### config.mk
export PLATFORM = sky130hd
export DESIGN_NAME = bus_stream_producer_flat
export DESIGN_NICKNAME = d
export VERILOG_FILES = /design/src/rtl/bus_stream_producer_if.sv /design/src/rtl/bus_stream_producer.sv /design/src/flat_wrapper.sv
export SDC_FILE = /design/constraint.sdc
export NUM_CORES = 1
export LEC_CHECK = 0
export ABC_AREA = 1
export CORE_ASPECT_RATIO = 1.2
export CORE_MARGIN = 5
export CORE_UTILIZATION = 55
export CTS_BUF_LIST = sky130_fd_sc_hd__clkbuf_4 sky130_fd_sc_hd__clkbuf_8
export CTS_CLUSTER_DIAMETER = 120
export CTS_CLUSTER_SIZE = 20
export DETAILED_ROUTE_END_ITERATION = 8
export PLACE_DENSITY = 0.79
export SETUP_SLACK_MARGIN = 0.1
export SLEW_MARGIN = 20
export SYNTH_ARGS = -nofsm -noshare
export SYNTH_HDL_FRONTEND = slang
export SYNTH_SLANG_ARGS = --single-unit
### constraint.sdc
create_clock -name i_clk -period 3 [get_ports i_clk]
set_input_delay 0.6 -clock i_clk [delete_from_list [all_inputs] [get_ports i_clk]]
set_output_delay 0.6 -clock i_clk [all_outputs]
set_load 0.03 [all_outputs]
### src/rtl/bus_stream_producer_if.sv
// ============================================================================
// Module   : bus (interface)
// Brief    : Simple valid/data stream bus with no backpressure.
// Revision : 1.0 - initial release
// ============================================================================
`default_nettype none

interface bus #(
    parameter int p_width = 32
) (
    input logic clk
);
    logic               valid;
    logic [p_width-1:0] data;

    modport producer (input clk, output valid, output data);
    modport consumer (input clk, input valid, input data);
endinterface

`default_nettype wire

### src/rtl/bus_stream_producer.sv
// ============================================================================
// Module   : bus_stream_producer
// Brief    : FIFO-buffered transmitter driving a bus interface with a
//            programmable idle gap between words.
// Revision : 1.0 - initial release
// ============================================================================
`default_nettype none

module bus_stream_producer #(
    parameter int p_width = 32,
    parameter int p_depth = 8,
    parameter int p_gap_w = 4
) (
    input  logic                       i_clk,
    input  logic                       i_rst_n,
    input  logic                       i_push,
    input  logic [p_width-1:0]         i_data,
    input  logic                       i_enable,
    input  logic [p_gap_w-1:0]         i_gap,
    output logic                       o_full,
    output logic                       o_empty,
    output logic [$clog2(p_depth):0]   o_level,
    output logic                       o_overflow,
    bus.producer                       bus_if
);

    localparam int c_AW = $clog2(p_depth);

    localparam logic [c_AW:0]        c_PTR_ONE = {{c_AW{1'b0}}, 1'b1};
    localparam logic [c_AW:0]        c_DEPTH   = c_PTR_ONE << c_AW;
    localparam logic [p_gap_w-1:0]   c_GAP_ONE = {{(p_gap_w-1){1'b0}}, 1'b1};

    localparam logic [1:0] c_IDLE = 2'd0;
    localparam logic [1:0] c_SEND = 2'd1;
    localparam logic [1:0] c_GAP  = 2'd2;

    logic [p_width-1:0] r_mem [p_depth];
    logic [c_AW:0]      r_wptr;
    logic [c_AW:0]      r_rptr;
    logic [c_AW:0]      r_level;
    logic               r_full;
    logic               r_empty;
    logic               r_overflow;

    logic [1:0]         r_state;
    logic [p_gap_w-1:0] r_gap_cnt;
    logic               r_valid;
    logic [p_width-1:0] r_data;

    logic               w_pop;
    logic               w_push;
    logic [c_AW:0]      w_level_nxt;
    logic [p_width-1:0] w_head;

    assign w_head = r_mem[r_rptr[c_AW-1:0]];

    // The gap expiry cycle may issue the next word directly, so a gap of g
    // yields exactly g idle cycles between words.
    always_comb begin
        w_pop = 1'b0;
        case (r_state)
            c_IDLE:  w_pop = i_enable && !r_empty;
            c_SEND:  w_pop = (i_gap == '0) && i_enable && !r_empty;
            c_GAP:   w_pop = (r_gap_cnt == '0) && i_enable && !r_empty;
            default: w_pop = 1'b0;
        endcase
    end

    assign w_push = i_push && (!r_full || w_pop);

    always_comb begin
        w_level_nxt = r_level;
        if (w_push && !w_pop) begin
            w_level_nxt = r_level + c_PTR_ONE;
        end else if (!w_push && w_pop) begin
            w_level_nxt = r_level - c_PTR_ONE;
        end
    end

    always_ff @(posedge i_clk) begin
        if (w_push) begin
            r_mem[r_wptr[c_AW-1:0]] <= i_data;
        end
    end

    always_ff @(posedge i_clk or negedge i_rst_n) begin
        if (!i_rst_n) begin
            r_wptr     <= '0;
            r_rptr     <= '0;
            r_level    <= '0;
            r_full     <= 1'b0;
            r_empty    <= 1'b1;
            r_overflow <= 1'b0;
        end else begin
            if (w_push) begin
                r_wptr <= r_wptr + c_PTR_ONE;
            end
            if (w_pop) begin
                r_rptr <= r_rptr + c_PTR_ONE;
            end
            if (i_push && !w_push) begin
                r_overflow <= 1'b1;
            end
            r_level <= w_level_nxt;
            r_full  <= (w_level_nxt == c_DEPTH);
            r_empty <= (w_level_nxt == '0);
        end
    end

    always_ff @(posedge i_clk or negedge i_rst_n) begin
        if (!i_rst_n) begin
            r_state   <= c_IDLE;
            r_gap_cnt <= '0;
            r_valid   <= 1'b0;
            r_data    <= '0;
        end else begin
            case (r_state)
                c_IDLE: begin
                    if (w_pop) begin
                        r_data  <= w_head;
                        r_valid <= 1'b1;
                        r_state <= c_SEND;
                    end else begin
                        r_valid <= 1'b0;
                    end
                end
                c_SEND: begin
                    if (w_pop) begin
                        r_data  <= w_head;
                        r_valid <= 1'b1;
                    end else if (i_gap != '0) begin
                        r_valid   <= 1'b0;
                        r_gap_cnt <= i_gap - c_GAP_ONE;
                        r_state   <= c_GAP;
                    end else begin
                        r_valid <= 1'b0;
                        r_state <= c_IDLE;
                    end
                end
                c_GAP: begin
                    if (r_gap_cnt == '0) begin
                        if (w_pop) begin
                            r_data  <= w_head;
                            r_valid <= 1'b1;
                            r_state <= c_SEND;
                        end else begin
                            r_valid <= 1'b0;
                            r_state <= c_IDLE;
                        end
                    end else begin
                        r_valid   <= 1'b0;
                        r_gap_cnt <= r_gap_cnt - c_GAP_ONE;
                    end
                end
                default: begin
                    r_valid <= 1'b0;
                    r_state <= c_IDLE;
                end
            endcase
        end
    end

    assign bus_if.valid = r_valid;
    assign bus_if.data  = r_data;
    assign o_full       = r_full;
    assign o_empty      = r_empty;
    assign o_level      = r_level;
    assign o_overflow   = r_overflow;

endmodule

`default_nettype wire

### src/flat_wrapper.sv
// flat-port wrapper written by rule: the top's interface ports become plain ports
module bus_stream_producer_flat 
#(
    parameter int p_width = 32,
    parameter int p_depth = 8,
    parameter int p_gap_w = 4
)
  (i_clk, i_rst_n, i_push, i_data, i_enable, i_gap, o_full, o_empty, o_level, o_overflow, clk, bus_if_valid, bus_if_data);
  bus #(.p_width(p_width)) bus_if_i (.clk(clk));
  input  logic i_clk;
  input  logic i_rst_n;
  input  logic i_push;
  input  logic [p_width-1:0] i_data;
  input  logic i_enable;
  input  logic [p_gap_w-1:0] i_gap;
  output logic o_full;
  output logic o_empty;
  output logic [$clog2(p_depth):0] o_level;
  output logic o_overflow;
  input wire logic clk;
  output wire logic [$bits(bus_if_i.valid)-1:0] bus_if_valid;
  output wire logic [$bits(bus_if_i.data)-1:0] bus_if_data;
  assign bus_if_valid = bus_if_i.valid;
  assign bus_if_data = bus_if_i.data;
  bus_stream_producer #(.p_width(p_width), .p_depth(p_depth), .p_gap_w(p_gap_w)) u_core (.i_clk(i_clk), .i_rst_n(i_rst_n), .i_push(i_push), .i_data(i_data), .i_enable(i_enable), .i_gap(i_gap), .o_full(o_full), .o_empty(o_empty), .o_level(o_level), .o_overflow(o_overflow), .bus_if(bus_if_i));
endmodule
# Word level (Yosys, flattened, before mapping)
# Memory sizes are Yosys's and may differ from the RTL's.
# Index checks and enable logic that the tools add are counted.
# Widths: inputs -> output; s select.
[classes]
add_sub_neg = 6
n_mul = 0
div_mod_pow = 0
n_lt_le_gt_ge = 0
n_eq_ne = 8
n_shift = 0
n_mux = 21
bitwise_logic = 0
reduce_logical = 25
[op_table]
columns = ["op", "n"]
rows = [
  ["$mux 32", 2],
  ["$pmux 32 s2", 1],
  ["$mux 4", 5],
  ["$add 4x1->4 const B", 3],
  ["$logic_not 4->1", 3],
  ["$sub 4x1->4 const B", 3],
  ["$logic_and 1x1->1", 9],
  ["$mux 2", 4],
  ["$pmux 4 s2", 1],
  ["$ne 2x1->1 const B", 3],
  ["$pmux 2 s3", 1],
  ["$mux 1", 5],
  ["$eq 4x4->1 const B", 1],
  ["$logic_not 1->1", 4],
  ["$ne 2x2->1 const B", 2],
  ["$reduce_and 4->1", 1],
  ["$reduce_bool 2->1", 2],
  ["$reduce_bool 4->1", 1],
  ["$pmux 1 s3", 1],
  ["$reduce_and 3->1", 1],
  ["$eq 2x1->1 const B", 1],
  ["$eq 2x2->1 const B", 1],
  ["$logic_not 2->1", 1],
  ["$pmux 1 s2", 1],
  ["other kinds (3)", 3],
]
[totals]
ff_bits = 54
latchBits = 0
ramBits = 256
romBits = 0
inputBits = 41
output_inout_bits = 40
wordCells = 71
n_memories = 1
[mem_list]
columns = ["memory", "depth", "word_bits", "read_ports", "rd_ports_with_merged_regs", "wr", "line", "rtl"]
rows = [
  ["u_core.r_mem", 8, 32, 1, 0, 1, "bus_stream_producer.sv:37", "logic [p_width-1:0] r_mem [p_depth];"],
]

# Depth between registers and ports, before layout
[depth]
ltp_word = 11
ltp_mapped = 13
depth_no_buf = 12

# Worst setup path after synthesis
# Ideal clock, no wire load.
[synth_timing]
path_kind = "register -> register"
start = "register u_core.r_state[0]"
end = "memory u_core.r_mem[0][0], enable pin"
setup_time_ps = 421
t_arrival_ps = 2913
t_required_ps = 2579
setup_slack_ps = -334
path_stages_with_launch = 12
path_buffers = 1
period_less_slack_ps = 3334
cell_sequence = "dfrtp_1 > inv_1 > ha_1 > buf_4 > inv_2 > nand3_2 > nand3_4 > nand2_4 > inv_2 > o21ai_2 > or2_1 > nor2_1"
[synth_between]
elab_chain_cells = 6
elab_cells_between_ends = 8
classes_between = "eq/ne: 2; mux: 3; reduce/logical: 3"
[synth_lines]
columns = ["element", "line", "rtl"]
rows = [
  ["start, declared", "bus_stream_producer.sv:45", "logic [1:0] r_state;"],
  ["start signal, assigned", "bus_stream_producer.sv:112", "r_state <= c_IDLE;"],
  ["start signal, assigned", "bus_stream_producer.sv:122", "r_state <= c_SEND;"],
  ["start signal, assigned", "bus_stream_producer.sv:134", "r_state <= c_GAP;"],
  ["$eq 2x2->1, or another cell as far along", "bus_stream_producer.sv:61", "case (r_state)"],
  ["$pmux 1 s3 (*)", "bus_stream_producer.sv:61", ""],
  ["$logic_or 1x1->1 (*)", "bus_stream_producer.sv:69", "assign w_push = i_push && (!r_full || w_pop);"],
  ["$logic_and 1x1->1 (*)", "bus_stream_producer.sv:69", ""],
  ["$mux 1 (*)", "bus_stream_producer.sv:81", "if (w_push) begin"],
  ["$mux 1 (not written as such) (*)", "bus_stream_producer.sv:82", "r_mem[r_wptr[c_AW-1:0]] <= i_data;"],
  ["end, declared", "bus_stream_producer.sv:37", ""],
]
# Mark *: on every way between the ends. The rest lies on a longest branch, timed or not.

# Worst setup path after layout
[layout_timing]
start = "register u_core.r_state[0]"
end = "memory u_core.r_mem[5][4], enable pin"
# Same word-level chain as after synthesis.

==> flow_summary_export.csv <==
group,metric,value,unit
global_route,grt_util_met3,2.26,%
power,comb_power_share,41.4,%
worst_setup_path,startpoint_type,"flop",
routing,drt-total-wl,24100,um
routing,route.detailed.vias_per_inst,5.58,
routing,vias,7196,
final_layout,seqCellArea,8990,um2
global_route,top_usage_layer,"met2",
hold_path,hold_class,"input port to asynchronous set/reset pin",
global_route,grt_pass1_vias,7130,
worst_setup_path,critPathSlowestCell,"o211ai_1",
global_route,grt_pass1_wl,38600,um
clock_tree,cts_sinks,308,
final_layout,drive_gt1_share,15.2,%
timing,setup_violations,0,
synth,synth.distinct_cells,31,
global_route,grtUsageMet2,33.3,%
synth,ys_seq_area_share,71.1,%
global_route,overflow,0,
worst_setup_path,arrival,2.99,ns
synth,async_flop_share,16.9,%
timing,slew_headroom,32.8,%
clock_tree,cts.clk_slew.worst_paths,0.13,ns
flow_run,drv_cap,0,
placement,postPlaceCellArea,14000,um2
floorplanning,dieArea,26100,um2
power,clockPowerShare,14.7,%
timing,max_freq,368,MHz
synth,synthFlopType,"edfxtp_1",
power,leakagePower,5.35,nW
floorplanning,core-area,22500,um2
worst_setup_path,path_max_fanout,14,
timing,fin_crit_sh,90.6,%
clock_tree,cts_tree,"built",
timing,rsz0062_at_grt,"no",
power,intPower,8.35,mW
timing,tightestPinTransition,1.01,ns
synth,ys_seq_elements,308,
routing,wire_per_inst,18.7,um
synth,synthesis.nets,963,
floorplanning,die_h,176,um
synth,syn_inst,913,
synth,synth_edf_count,256,
floorplanning,rows,60,
worst_setup_path,cp_common_cell,"inv_2",
global_route,grt_max_degree,71,
placement,dp_slack,0.159,ns
routing,drc,0,
synth,ys_warn_count,0,
global_route,use_met1,24.8,%
power,switching_share,38.4,%
synth,avgSynthCellArea,13.8,um2
final_layout,fillers,1642,
synth,syn_area,12600,um2
power,p_seq_share,43.9,%
timing,period_minus_slack,2.72,ns
power,net-switching-power,5.21,mW
power,power.total,13.6,mW
power,ir_worst_vdd,654,uV
routing,drtAntennaViolNets,0,
clock_tree,cts-hold-fix-buffers,0,
floorplanning,die_x,148,um
clock_tree,clock_latency,0.54,ns
final_layout,n_antenna_cell,0,
placement,place_congestion,0.787,
worst_setup_path,worstPathRequired,3.27,ns
routing,dr.pass1.iters,4,
run_status,status,"completed",
timing,maxSlewViolCount,0,
placement,dp.cells,1256,
worst_setup_path,critPathMaxStageDelay,0.76,ns
timing,setup_tns,0,ns
final_layout,fin_area,14400,um2
timing,hold_viol,0,
clock_tree,cts_buffers,19,
worst_setup_path,endpoint_kind,"flop",
worst_setup_path,path_cells,"inv_1 -> ha_1 -> inv_2 -> nand3_2 -> nand3_4 -> nand2_4 -> inv_2 -> o211ai_1 -> nor2_4 -> buf_4",
worst_setup_path,rrSetupSlack,0.28,ns
clock_tree,clockBufferDepth,3,
global_route,grt_antenna_before_repair,0,
placement,dp_hpwl,15000,um
final_layout,area_growth,13.6,%
timing,worst_slack,0.281,ns
placement,io_buffer_count,79,
power,powerDensity,945,nW/um2
timing,fin_worst_skew,0.0338,ns
clock_tree,post_cts_buffers,0,
clock_tree,htreeDepth,1,
global_route,grt_usage,18.6,%
floorplanning,pin_count,81,
routing,drt_iter0_drc,447,
clock_tree,cts-root-buf,"clkbuf_8",
final_layout,multi_input_area,3130,um2
worst_setup_path,worstSetupPathType,"flop to flop",
final_layout,final_cells,1289,
timing,hold_slack,0.204,ns
clock_tree,cts-resized-gates,0,
final_layout,nets,1048,
floorplanning,start_util,56.1,%
final_layout,final_util,63.7,%
## synth_stat cells (all sizes together), types with 3 or more instances
cell type / number / share of area [%]
nand4: 3 / 0.15
edfxtp: 256 / 61
inv: 87 / 2.6
ha: 9 / 0.89
nor2: 22 / 0.71
dfrtp: 51 / 10
xnor2: 3 / 0.21
o211ai: 65 / 3.9
xor2: 5 / 0.35
nand2: 105 / 3.8
o21ai: 104 / 5.1
nand3: 14 / 0.83
mux2i: 68 / 5.4
clkbuf: 24 / 0.71
buf: 25 / 1.3
a21oi: 67 / 2.7
## sequential cells by signal, indices dropped and copies added, names as in the netlist
signal	flops
u_core.r_mem	256
u_core.bus_if.data	32
u_core.o_level	4
u_core.r_gap_cnt	4
u_core.r_rptr	3
u_core.r_wptr	3
u_core.r_state	2
u_core.bus_if.valid	1
u_core.o_empty	1
u_core.o_full	1
u_core.o_overflow	1
## power by group through the flow
stage	Sequential (mW)	Combinational [mW]	Clock, mW
6_report	5.96	5.61	2.00
2_1_floorplan	6.38	3.53	0
3_3_place_gp	6.03	5.53	0
3_5_place_dp	6.06	5.66	0
4_1_cts	5.96	5.68	2.04
5_1_grt	6.05	6.16	2.23
## cells in the final DEF (no fill, tap or decap), types with 5 or more instances in the layout
master	n
a21oi_1	67
o21ai_2	33
nand3_1	10
clkbuf_8	19
dfrtp_1	49
nor2_4	8
o21ai_0	71
inv_1	84
o211ai_1	65
nor2_1	11
nand2_2	28
clkbuf_4	13
buf_12	11
mux2i_1	68
clkdlybuf4s50_1	78
ha_1	9
nand2_1	75
buf_4	23
edfxtp_1	256
xor2_1	5
## cell families (layout without fill, tap and decap cells)
family | count (synthesis) | count (layout) | share of synthesized area (%)
flops | 308 | 308 | 71.1
compound gates | 239 | 239 | 11.9
fa+ha+maj | 9 | 9 | 0.891
simple gates | 145 | 145 | 5.53
mux | 68 | 68 | 5.39
xor+xnor | 8 | 8 | 0.554
buf+inv | 136 | 233 | 4.60
## layout make-up
cell class,count,share of cell area [%]
inverters,87,2.28
clock buffers,32,2.50
repair buffers,113,8.21
well taps,279,2.43
flip-flops and latches,308,62.7
clock inverters,1,0.113
multi-input cells,469,21.8
## final timing paths
kind,from,endpoint,cells after the start
max in group asynchronous,i_rst_n,u_core.bus_if.data[13],2
worst min-delay path,i_rst_n,u_core.bus_if.data[30],1
worst max-delay path,u_core.r_state[0],u_core.r_mem[5][4],10
worst max register to register,u_core.r_state[0],u_core.r_mem[5][4],10
min in group i_clk,u_core.o_overflow,u_core.o_overflow,1
worst min register to register,u_core.o_overflow,u_core.o_overflow,1
## worst max-delay path: cells and delay by family (launching register included)
family                     cells  cell delay, ns
AOI/OAI and AO/OA              1            0.76
DFF                            1            0.42
adders and majority gates      1            0.43
buffers and inverters          4            0.48
and+or+nand+nor                4            0.34
## layer usage
layer / wire (um) / part of all wire [%] / up-vias
li1: - / - / 3456
met1: 10400 / 43 / 3572
met2: 12300 / 51 / 142
met3: 985 / 4.1 / 26
met4: 329 / 1.4 / 0
met5: 0 / 0 / -
Note: power is estimated with default switching activity, not from simulation.
